===== src/rtl/periph_arb_pkg.sv =====
// periph_arb_pkg: shared state encoding and master indices for the peripheral bus arbiter
package periph_arb_pkg;
  typedef enum logic [1:0] {IDLE, ADDR, RESP, TOERR} arb_state_e;
  localparam int NUM_MASTERS = 2;
  localparam logic MST_CORE = 1'b0;
  localparam logic MST_DBG = 1'b1;
endpackage


===== src/rtl/rr_arb2.sv =====
// rr_arb2: combinational two-way round-robin pick favouring the master not served last
module rr_arb2 (
  input  logic [1:0] req_i,
  input  logic       last_i,
  output logic       idx_o,
  output logic       valid_o
);
  assign valid_o = |req_i;
  assign idx_o = &req_i ? ~last_i : req_i[1];
endmodule


===== src/rtl/periph_bus_arbiter.sv =====
// periph_bus_arbiter: two-master round-robin arbiter with one outstanding transaction and a stall watchdog
module periph_bus_arbiter #(
  parameter int TIMEOUT_CYCLES = 16,
  parameter int CNT_W = 8
) (
  input  logic             clk,
  input  logic             rst,
  input  logic [1:0]       m_req,
  input  logic [1:0]       m_we,
  input  logic [1:0][3:0]  m_be,
  input  logic [1:0][31:0] m_addr,
  input  logic [1:0][31:0] m_wdata,
  output logic [1:0]       m_gnt,
  output logic [1:0]       m_rvalid,
  output logic [31:0]      m_rdata,
  output logic [1:0]       m_err,
  output logic             s_req,
  output logic             s_we,
  output logic [3:0]       s_be,
  output logic [31:0]      s_addr,
  output logic [31:0]      s_wdata,
  input  logic             s_gnt,
  input  logic             s_rvalid,
  input  logic             s_err,
  input  logic [31:0]      s_rdata
);
  import periph_arb_pkg::*;
  arb_state_e state_q, state_d;
  logic owner_q, owner_d, last_q, last_d, pick_idx, pick_vld, term;
  logic [CNT_W-1:0] cnt_q, cnt_d;
  rr_arb2 u_rr (.req_i(m_req), .last_i(last_q), .idx_o(pick_idx), .valid_o(pick_vld));
  assign term = cnt_q == CNT_W'(TIMEOUT_CYCLES - 1);
  always_ff @(posedge clk) begin
    if (!rst) begin
      state_q <= IDLE;
      owner_q <= MST_CORE;
      last_q <= MST_DBG;
      cnt_q <= '0;
    end else begin
      state_q <= state_d;
      owner_q <= owner_d;
      last_q <= last_d;
      cnt_q <= cnt_d;
    end
  end
  always_comb begin
    state_d = state_q;
    owner_d = owner_q;
    last_d = last_q;
    cnt_d = '0;
    s_req = 1'b0;
    s_we = 1'b0;
    s_be = '0;
    s_addr = '0;
    s_wdata = '0;
    m_gnt = '0;
    m_rvalid = '0;
    m_err = '0;
    m_rdata = '0;
    case (state_q)
      IDLE: begin
        owner_d = pick_vld ? pick_idx : owner_q;
        state_d = pick_vld ? ADDR : IDLE;
      end
      ADDR: begin
        // at terminal count without a grant, withdraw the request and fake a grant so the master moves on
        s_req = s_gnt | ~term;
        s_we = m_we[owner_q];
        s_be = m_be[owner_q];
        s_addr = m_addr[owner_q];
        s_wdata = m_wdata[owner_q];
        m_gnt[owner_q] = s_gnt | term;
        cnt_d = (s_gnt | term) ? '0 : cnt_q + 1'b1;
        last_d = (s_gnt | term) ? owner_q : last_q;
        state_d = s_gnt ? RESP : term ? TOERR : ADDR;
      end
      RESP: begin
        m_rvalid[owner_q] = s_rvalid;
        m_err[owner_q] = s_rvalid & s_err;
        m_rdata = s_rvalid ? s_rdata : '0;
        cnt_d = cnt_q + 1'b1;
        state_d = s_rvalid ? IDLE : term ? TOERR : RESP;
      end
      TOERR: begin
        m_rvalid[owner_q] = 1'b1;
        m_err[owner_q] = 1'b1;
        state_d = IDLE;
      end
      default: state_d = IDLE;
    endcase
  end
endmodule

===== config.mk =====
export PLATFORM = sky130hd
export DESIGN_NAME = periph_bus_arbiter
export DESIGN_NICKNAME = d
export VERILOG_FILES = /design/src/rtl/periph_arb_pkg.sv /design/src/rtl/rr_arb2.sv /design/src/rtl/periph_bus_arbiter.sv
export SDC_FILE = /design/constraint.sdc
export NUM_CORES = 1
export LEC_CHECK = 0
export BUFFER_PORTS_ARGS = -buffer_cell sky130_fd_sc_hd__buf_2
export CAP_MARGIN = 5
export CORE_AREA = 2 2 109 111
export DETAILED_ROUTE_END_ITERATION = 12
export DIE_AREA = 0 0 111 113
export PLACE_DENSITY = 0.6
export SYNTH_ARGS = -nofsm -noshare
export SYNTH_HDL_FRONTEND = slang
export SYNTH_HIERARCHICAL = 1
export SYNTH_SLANG_ARGS = --single-unit

===== constraint.sdc =====
create_clock -name clk -period 3.2 [get_ports clk]
set_clock_uncertainty 0.2 [all_clocks]
set_input_delay 0.16 -clock clk [delete_from_list [all_inputs] [get_ports clk]]
set_output_delay 0.16 -clock clk [all_outputs]
set_load 0.1 [all_outputs]

Word level (Yosys, flattened, before mapping) --
Cells that the tools add are included.
Storage, ports and cells: bits in registers 12
Operators by class: bitwise operators 8, order comparisons 2, reductions and logical operators 6, eq/ne operators 4, multiplexer cells 29, add/subtract/negate cells 1
Operators by type and width (count):
- 32-bit two-way mux | 8
- 8-bit case mux with 2 select lines | 1
- 4-bit two-way mux | 3
- 8-bit by 1-bit adder with 8-bit output (second input constant) | 1
- 8-bit by 4-bit == test with 1-bit output (second input constant) | 1
- 1-bit two-way mux | 8
- 2-bit two-way mux | 4
- 8-bit two-way mux | 1
- 2-bit case mux with 2 select lines | 2
- 2-bit case mux with 4 select lines | 1
- 2-bit bitwise AND | 3
- 2-bit AND reduction | 3
- 2-bit == test (second input constant) | 2
- 2-bit by 1-bit == test with 1-bit output (second input constant) | 1
- 2-bit logical NOT | 1
- 1-bit by 2-bit less-than comparator with 1-bit output (second input constant) | 1
- 1-bit inverter | 2
- 1-bit OR | 2
- 2-bit OR reduction | 1
- 1-bit bitwise AND | 1
- 1-bit demux with 1-bit select | 1
- 1-bit greater-or-equal comparator (second input constant) | 1
- 1-bit logical AND | 1

Depth between registers and ports, before layout --
Gate-level depths: netlist of run 1.
word-level depth 6, mapped depth 6, mapped depth without buffers 5

By module --
The synthesis of run 1 kept the hierarchy.
By module, submodules not included:
- periph_bus_arbiter | area each 2099.5 um^2, seq. area each 240.2 um^2, instances 1, cells an instance 266
- rr_arb2 | area each 13.8 um^2, seq. area each 0.0 um^2, instances 1, cells an instance 2

Worst setup path after synthesis of run 1 --
No wires, ideal clock.
kind register to output, from reg cnt_q[4], to out m_gnt[0], data required time 2.840 ns, arrival 2.418 ns, setup slack 0.422 ns, stages on the path, launching flop included 4, path through dfxtp_1 > or4_4 > o21a_4 > nor2_1
Between the ends: longest elaborated chain between the ends 4
Ends and longest elaborated chain:
- start, declared | line periph_bus_arbiter.sv:30 | logic [CNT_W-1:0] cnt_q, cnt_d;
- start signal, assigned | line periph_bus_arbiter.sv:43 | cnt_q <= cnt_d;
- 8-bit by 4-bit == test with 1-bit output | line periph_bus_arbiter.sv:32 | assign term = cnt_q == CNT_W'(TIMEOUT_CYCLES - 1);
- 1-bit OR | line periph_bus_arbiter.sv:72 | m_gnt[owner_q] = s_gnt | term;
- 2-bit bitwise AND (no source line)
- 2-bit two-way mux | line periph_bus_arbiter.sv:60 | case (state_q)
- end, declared | line periph_bus_arbiter.sv:13 | output logic [1:0] m_gnt,
No other way between the ends.

Final worst setup path of run 1 --
from reg state_q[1], to out s_addr[14]
Between the ends: longest elaborated chain between the ends 2
Ends and longest elaborated chain:
- start, declared | line periph_bus_arbiter.sv:28 | arb_state_e state_q, state_d;
- start signal, assigned | line periph_bus_arbiter.sv:40 | state_q <= state_d;
- 2-bit by 1-bit == test with 1-bit output | line periph_bus_arbiter.sv:60
- 32-bit two-way mux | line periph_bus_arbiter.sv:60
- end, declared | line periph_bus_arbiter.sv:20 | output logic [31:0] s_addr,
No other way between the ends.

==> results of run 1 <==
-- through the flow --
step	cells	cell area, um^2	utilization	power (uW)
after floorplan	268	2110	-	908
after global placement	676	3660	0.325	1110
after detailed placement	676	3660	0.325	1120
after CTS	681	3760	0.334	1390
after global routing	681	3760	0.334	1430
final	681	3760	0.334	1380
-- final cells by class --
cell class | count | area [um^2]
fillers | 1199 | 7510
repair buffers | 288 | 1470
clock buffers | 4 | 88.8
inverters | 5 | 18.8
flip-flops and latches | 12 | 244
well taps | 143 | 179
multi-input cells | 229 | 1760
-- layer usage --
metal,vias to the layer above,track usage,share of wire,wire [um]
met5,-,0,0,0
met4,0,0.0225,0.0060,54
met3,5,0.0241,0.083,749
met2,157,0.248,0.50,4570
met1,1307,0.159,0.41,3690
li1,1478,-,-,-
-- cells by family after synthesis --
kind of cell	share of synthesized area
AND/OR/NAND/NOR	0.366
multiplexers	0.327
buffers and inverters	0.0533
AO/OA/AOI/OAI	0.0918
flip-flops	0.114
adder cells (fa/ha/maj)	0.0355
XOR/XNOR	0.0124
-- synth_stat cells (3+ instances only) --
library cell  number
a211oi_1           5
a221oi_1           3
and3_1            32
buf_2              9
clkbuf_1          13
dfxtp_1           12
ha_1               6
inv_1              5
mux2i_1           69
nand2_1            6
nand2b_1           3
nand3_1            4
nor2_1             4
nor2b_1           70
o21ai_0            3
or3_1              3
-- power by group --
| part | total, uW | switching [uW] | internal [uW] | leakage [uW] |
|---|---|---|---|---|
| clock | 262 | 72.4 | 189 | 0.0000442 |
| sequential | 169 | 15.3 | 154 | 0.0000980 |
| combinational | 945 | 718 | 227 | 0.00193 |
| total | 1380 | 806 | 570 | 0.00207 |
-- final timing paths --
check                           startpoint          to  slack (ps)  cells after the start
worst max register to register  state_q[1]    cnt_q[5]         760                      6
worst min-delay path              m_req[0]     owner_q          40                      4
worst min register to register    cnt_q[0]    cnt_q[0]         250                      1
worst max-delay path            state_q[1]  s_addr[14]         580                      5
-- flip-flops by register name (all words and copies together), names as in the netlist --
| register | flops |
|---|---|
| last_q | 1 |
| cnt_q | 8 |
| state_q | 2 |
| owner_q | 1 |
-- timing repair --
action,in CTS,in global routing
hold buffers,1,0
endpoints found under the hold margin,1,0
gates resized for setup,0,0
-- tightest hold or removal path, stage by stage --
cell	delay, ps
buf_2	80
a21boi_1	50
nand3_1	60
a21boi_0	80
==> flow_summary.yaml, run 1 <==
synthesis:
  yosys_warnings: 6
  synth_top_area_cell: "mux2i_1"
  synth_flop_cell: "dfxtp_1"
  synth_edf_count: 0
  synthDominantCellAreaShare: 0.327
  synth_cell_types: 34
  synthCells: 268
  synthArstFlopShare: 0
  synth_top_cells_by_area: "mux2i_1 33%, nor2b_1 21%, dfxtp_1 11%, and3_1 9.5%, ha_1 3.6%"
  syn_area_um2: 2110
  synth_area_per_cell_um2: 7.89
  ys_seq_area_frac: 0.114
  synth.net_count: 451
  ys_seq_elements: 12
run_status:
  status: "finished, final reports clean"
worst_setup_path:
  cpPeakStageDelay_ps: 540
  critPathRequiredTime_ps: 2840
  worstSetupEndpointType: "output port"
  path_delay_family: "buffers and inverters"
  path_cells: "inv_1 > ha_2 > buf_4 > nor2b_1 > buf_2"
  arrival_ps: 2260
  critPathSlowestCell: "ha_2"
  crit_type: "reg -> out"
  path_buf_inv: 3
  critPathLaunchType: "register"
  crit_fanout: 39
grt:
  grt_max_degree: 40
  grt_overflow: 0
  grt_pass1_wl_mm: 13.8
  antenna_found_initial: 0
  grt_pass1_vias: 2797
  gr-usage-all-layers: 0.132
detailed_routing:
  first_pass_iters: 4
  ant_nets: 0
  wl_per_cell_um: 13.3
  drt_wl_total_mm: 9.07
  first_iter_violations: 73
  drc: 0
  via_per_inst: 4.33
  via_count: 2947
timing:
  whs_ps: 42.6
  slew_violations: 0
  tightest_slew_ps: 619
  hold_violations: 0
  fmax_mhz: 382
  rsz0062_at_grt: "no"
  setup_slack_ps: 579
  relSlewSlack: 0.587
  finalCriticalPeriod_ps: 2620
  tns_ps: 0
  setup_viol: 0
  fin_crit_sh: 0.819
power:
  p_per_area_nw_per_um2: 366
  leakage_uw: 0.00207
  worst_ir_drop_vdd_mv: 0.199
finish:
  n_antenna_cell: 0
  syn_to_final_growth_pct: 77.9
  final_common_cell: "buf_2"
  fin_nets: 722
  final_layout_size_suffix_gt1_frac: 0.556
  most-common-layout-cells: "284 x buf_2, 70 x nor2b_1, 69 x mux2i_1"
placed_design:
  gp_congestion: 0.876
  portBuffers: 284
  post-place-ws_ps: 731
  dp_hpwl_mm: 7.56
floorplanning:
  core_um2: 11300
  row_count: 39
  start_util: 0.187
  die-area_um2: 12500
  die_height_um: 113
  ioPinCount: 285
  dieWidth_um: 111
clocking:
  clkLatencyLatePin_ps: 240
  clk_path_buf_depth: 2
  h-tree-depth: 1
  cts.sinks: 12
  cts.clk_slew.worst_paths_ps: 40
  cts_root_buf: "clkbuf_16"
  cts_tree: "built"
  cts_setup_buffers: 0
  cts_made_buffers: 3
min_path:
  min_path_type: "in -> reg"
run:
  drv_cap: 0
(Power assumes the default switching activity.)
==> run 2, diff against run 1 <==
--- a/config.mk
+++ b/config.mk
@@ -7,10 +7,10 @@
 export LEC_CHECK = 0
 export BUFFER_PORTS_ARGS = -buffer_cell sky130_fd_sc_hd__buf_2
 export CAP_MARGIN = 5
-export CORE_AREA = 2 2 109 111
+export CORE_AREA = 2 2 110 112
 export DETAILED_ROUTE_END_ITERATION = 12
-export DIE_AREA = 0 0 111 113
-export PLACE_DENSITY = 0.6
+export DIE_AREA = 0 0 112 114
+export PLACE_DENSITY = 0.59
 export SYNTH_ARGS = -nofsm -noshare
 export SYNTH_HDL_FRONTEND = slang
 export SYNTH_HIERARCHICAL = 1
==> constraint.sdc (replaced) <==
create_clock -name clk -period 2.6 [get_ports clk]
set_clock_uncertainty 0.2 [all_clocks]
set_input_delay 0.13 -clock clk [delete_from_list [all_inputs] [get_ports clk]]
set_output_delay 0.13 -clock clk [all_outputs]
set_load 0.1 [all_outputs]
==> run 2 against run 1 <==
First-iteration DRC count grew 29%. Sequential cell count is the same. Combinational power grew 28%. Global-route usage shrank 0.98 points. Worst setup slack lost 340 ps. Hold slack gained 22 ps. Cell area grew 5.2%.
==> flow_summary.yaml, run 2 (synthesis results as in run 1) <==
clocking:
  cts_setup_buffers: 0
  cts_made_buffers: 3
  clkLatencyLatePin_ps: 240
  clk_path_buf_depth: 2
  ctsHoldBuffers: 2
  h-tree-depth: 1
  cts_root_buf: "clkbuf_16"
  cts.clk_slew.worst_paths_ps: 40
  cts.sinks: 12
  cts_tree: "built"
  cts_resized: 0
finish:
  multi_input_area_um2: 1780
  final_layout_size_suffix_gt1_frac: 0.569
  seq_area_um2: 244
  fin_nets: 725
  regMostFlops: "cnt_q"
  final_common_cell: "buf_2"
  final_cells: 688
  most-common-layout-cells: "275 x buf_2, 69 x mux2i_1, 63 x nor2b_1"
  largest_reg_flops: 8
  final_util: 0.338
  num-fill-cells: 1221
  syn_to_final_growth_pct: 87.2
  reg.largest.list: "cnt_q: 8 flops, state_q: 2 flops"
  n_antenna_cell: 0
power:
  p_per_area_nw_per_um2: 437
  swShare: 0.573
  leakage_uw: 0.00212
  worst_ir_drop_vdd_mv: 0.268
  seq_power_share: 0.116
  p_clk_frac: 0.182
  switchingPower_uw: 989
  power_frac_comb: 0.702
  p_int_uw: 738
worst_setup_path:
  arrival_ps: 2030
  critPathRequiredTime_ps: 2270
  crit_type: "reg -> out"
  path_delay_family: "buffers and inverters"
  critPathSlowestCell: "buf_2"
  crit_fanout: 50
  path_buf_inv: 3
  critPathLaunchType: "register"
  path_cells: "inv_1 > ha_2 > buf_12 > nor2b_1 > buf_2"
  cpPeakStageDelay_ps: 460
  worstSetupEndpointType: "output port"
floorplanning:
  dieWidth_um: 112
  core_um2: 11700
  die-area_um2: 12800
  start_util: 0.180
  die_height_um: 114
  ioPinCount: 285
  row_count: 40
timing:
  tightest_slew_ps: 511
  fin_crit_sh: 0.906
  hold_violations: 0
  whs_ps: 64.4
  setup_viol: 0
  tns_ps: 0
  relSlewSlack: 0.661
  fmax_mhz: 424
  finalCriticalPeriod_ps: 2360
  slew_violations: 0
  setup_slack_ps: 243
  rsz0062_at_grt: "no"
placed_design:
  dp.cells: 682
  post-place-ws_ps: 454
  portBuffers: 284
  gp_congestion: 0.752
  dp_hpwl_mm: 7.63
detailed_routing:
  drc: 0
  ant_nets: 0
  first_iter_violations: 94
  via_count: 2930
  first_pass_iters: 4
  wl_per_cell_um: 13.2
  drt_wl_total_mm: 9.07
  via_per_inst: 4.26
grt:
  grt_pass1_vias: 2694
  grt_overflow: 0
  grt_max_degree: 51
  antenna_found_initial: 0
  grt_pass1_wl_mm: 13.0
  gr-usage-all-layers: 0.122
min_path:
  min_path_type: "in -> reg"
run:
  drv_cap: 0
run_status:
  status: "finished, final reports clean"
## run 2: cell types whose count changed in the layout (fill, tap and decap cells not counted), sizes merged
cell,delta
buf,+2
dlygate4sd3,+1
## run 2: path summary, 6_finish.rpt
path                    from          to  slack [ps]  cells past startpoint
hold / removal      m_req[1]     owner_q          60                      4
setup / recovery  state_q[1]  s_wdata[6]         240                      5
hold reg to reg     cnt_q[0]    cnt_q[0]         260                      1
setup reg to reg  state_q[1]    cnt_q[6]         610                      5
## run 2: metal layers
| layer | global-route usage | part of all wire | vias to the layer above |
|---|---|---|---|
| li1 | - | - | 1486 |
| met3 | 0.0202 | 0.076 | 10 |
| met4 | 0.0309 | 0.015 | 0 |
| met2 | 0.227 | 0.51 | 139 |
| met5 | 0 | 0 | - |
| met1 | 0.147 | 0.40 | 1295 |
## run 2: power by group through the flow
stage          combinational [uW]  clock (uW)  sequential [uW]
2_1_floorplan                 927           0              195
5_1_grt                      1260         332              201
6_report                     1210         315              200
3_5_place_dp                 1220           0              203
3_3_place_gp                 1210           0              203
4_1_cts                      1220         325              200
## run 2: area by class of cell
type	instances	area share
clock buffer	4	0.0225
inverter	5	0.00475
multi-input combinational	229	0.450
sequential	12	0.0617
tap	147	0.0465
timing repair buffer	291	0.414
## run 2: tightest hold or removal path, cell delays in order
cell	delay, ps
buf_2	100
a21boi_1	110
nand3_1	50
a21boi_0	60
## run 2: metrics by stage
| step | power [uW] | area [um^2] |
|---|---|---|
| 2_1_floorplan | 1120 | 2130 |
| 3_3_place_gp | 1410 | 3850 |
| 3_5_place_dp | 1420 | 3850 |
| 4_1_cts | 1740 | 3960 |
| 5_1_grt | 1790 | 3960 |
| 6_report | 1730 | 3960 |
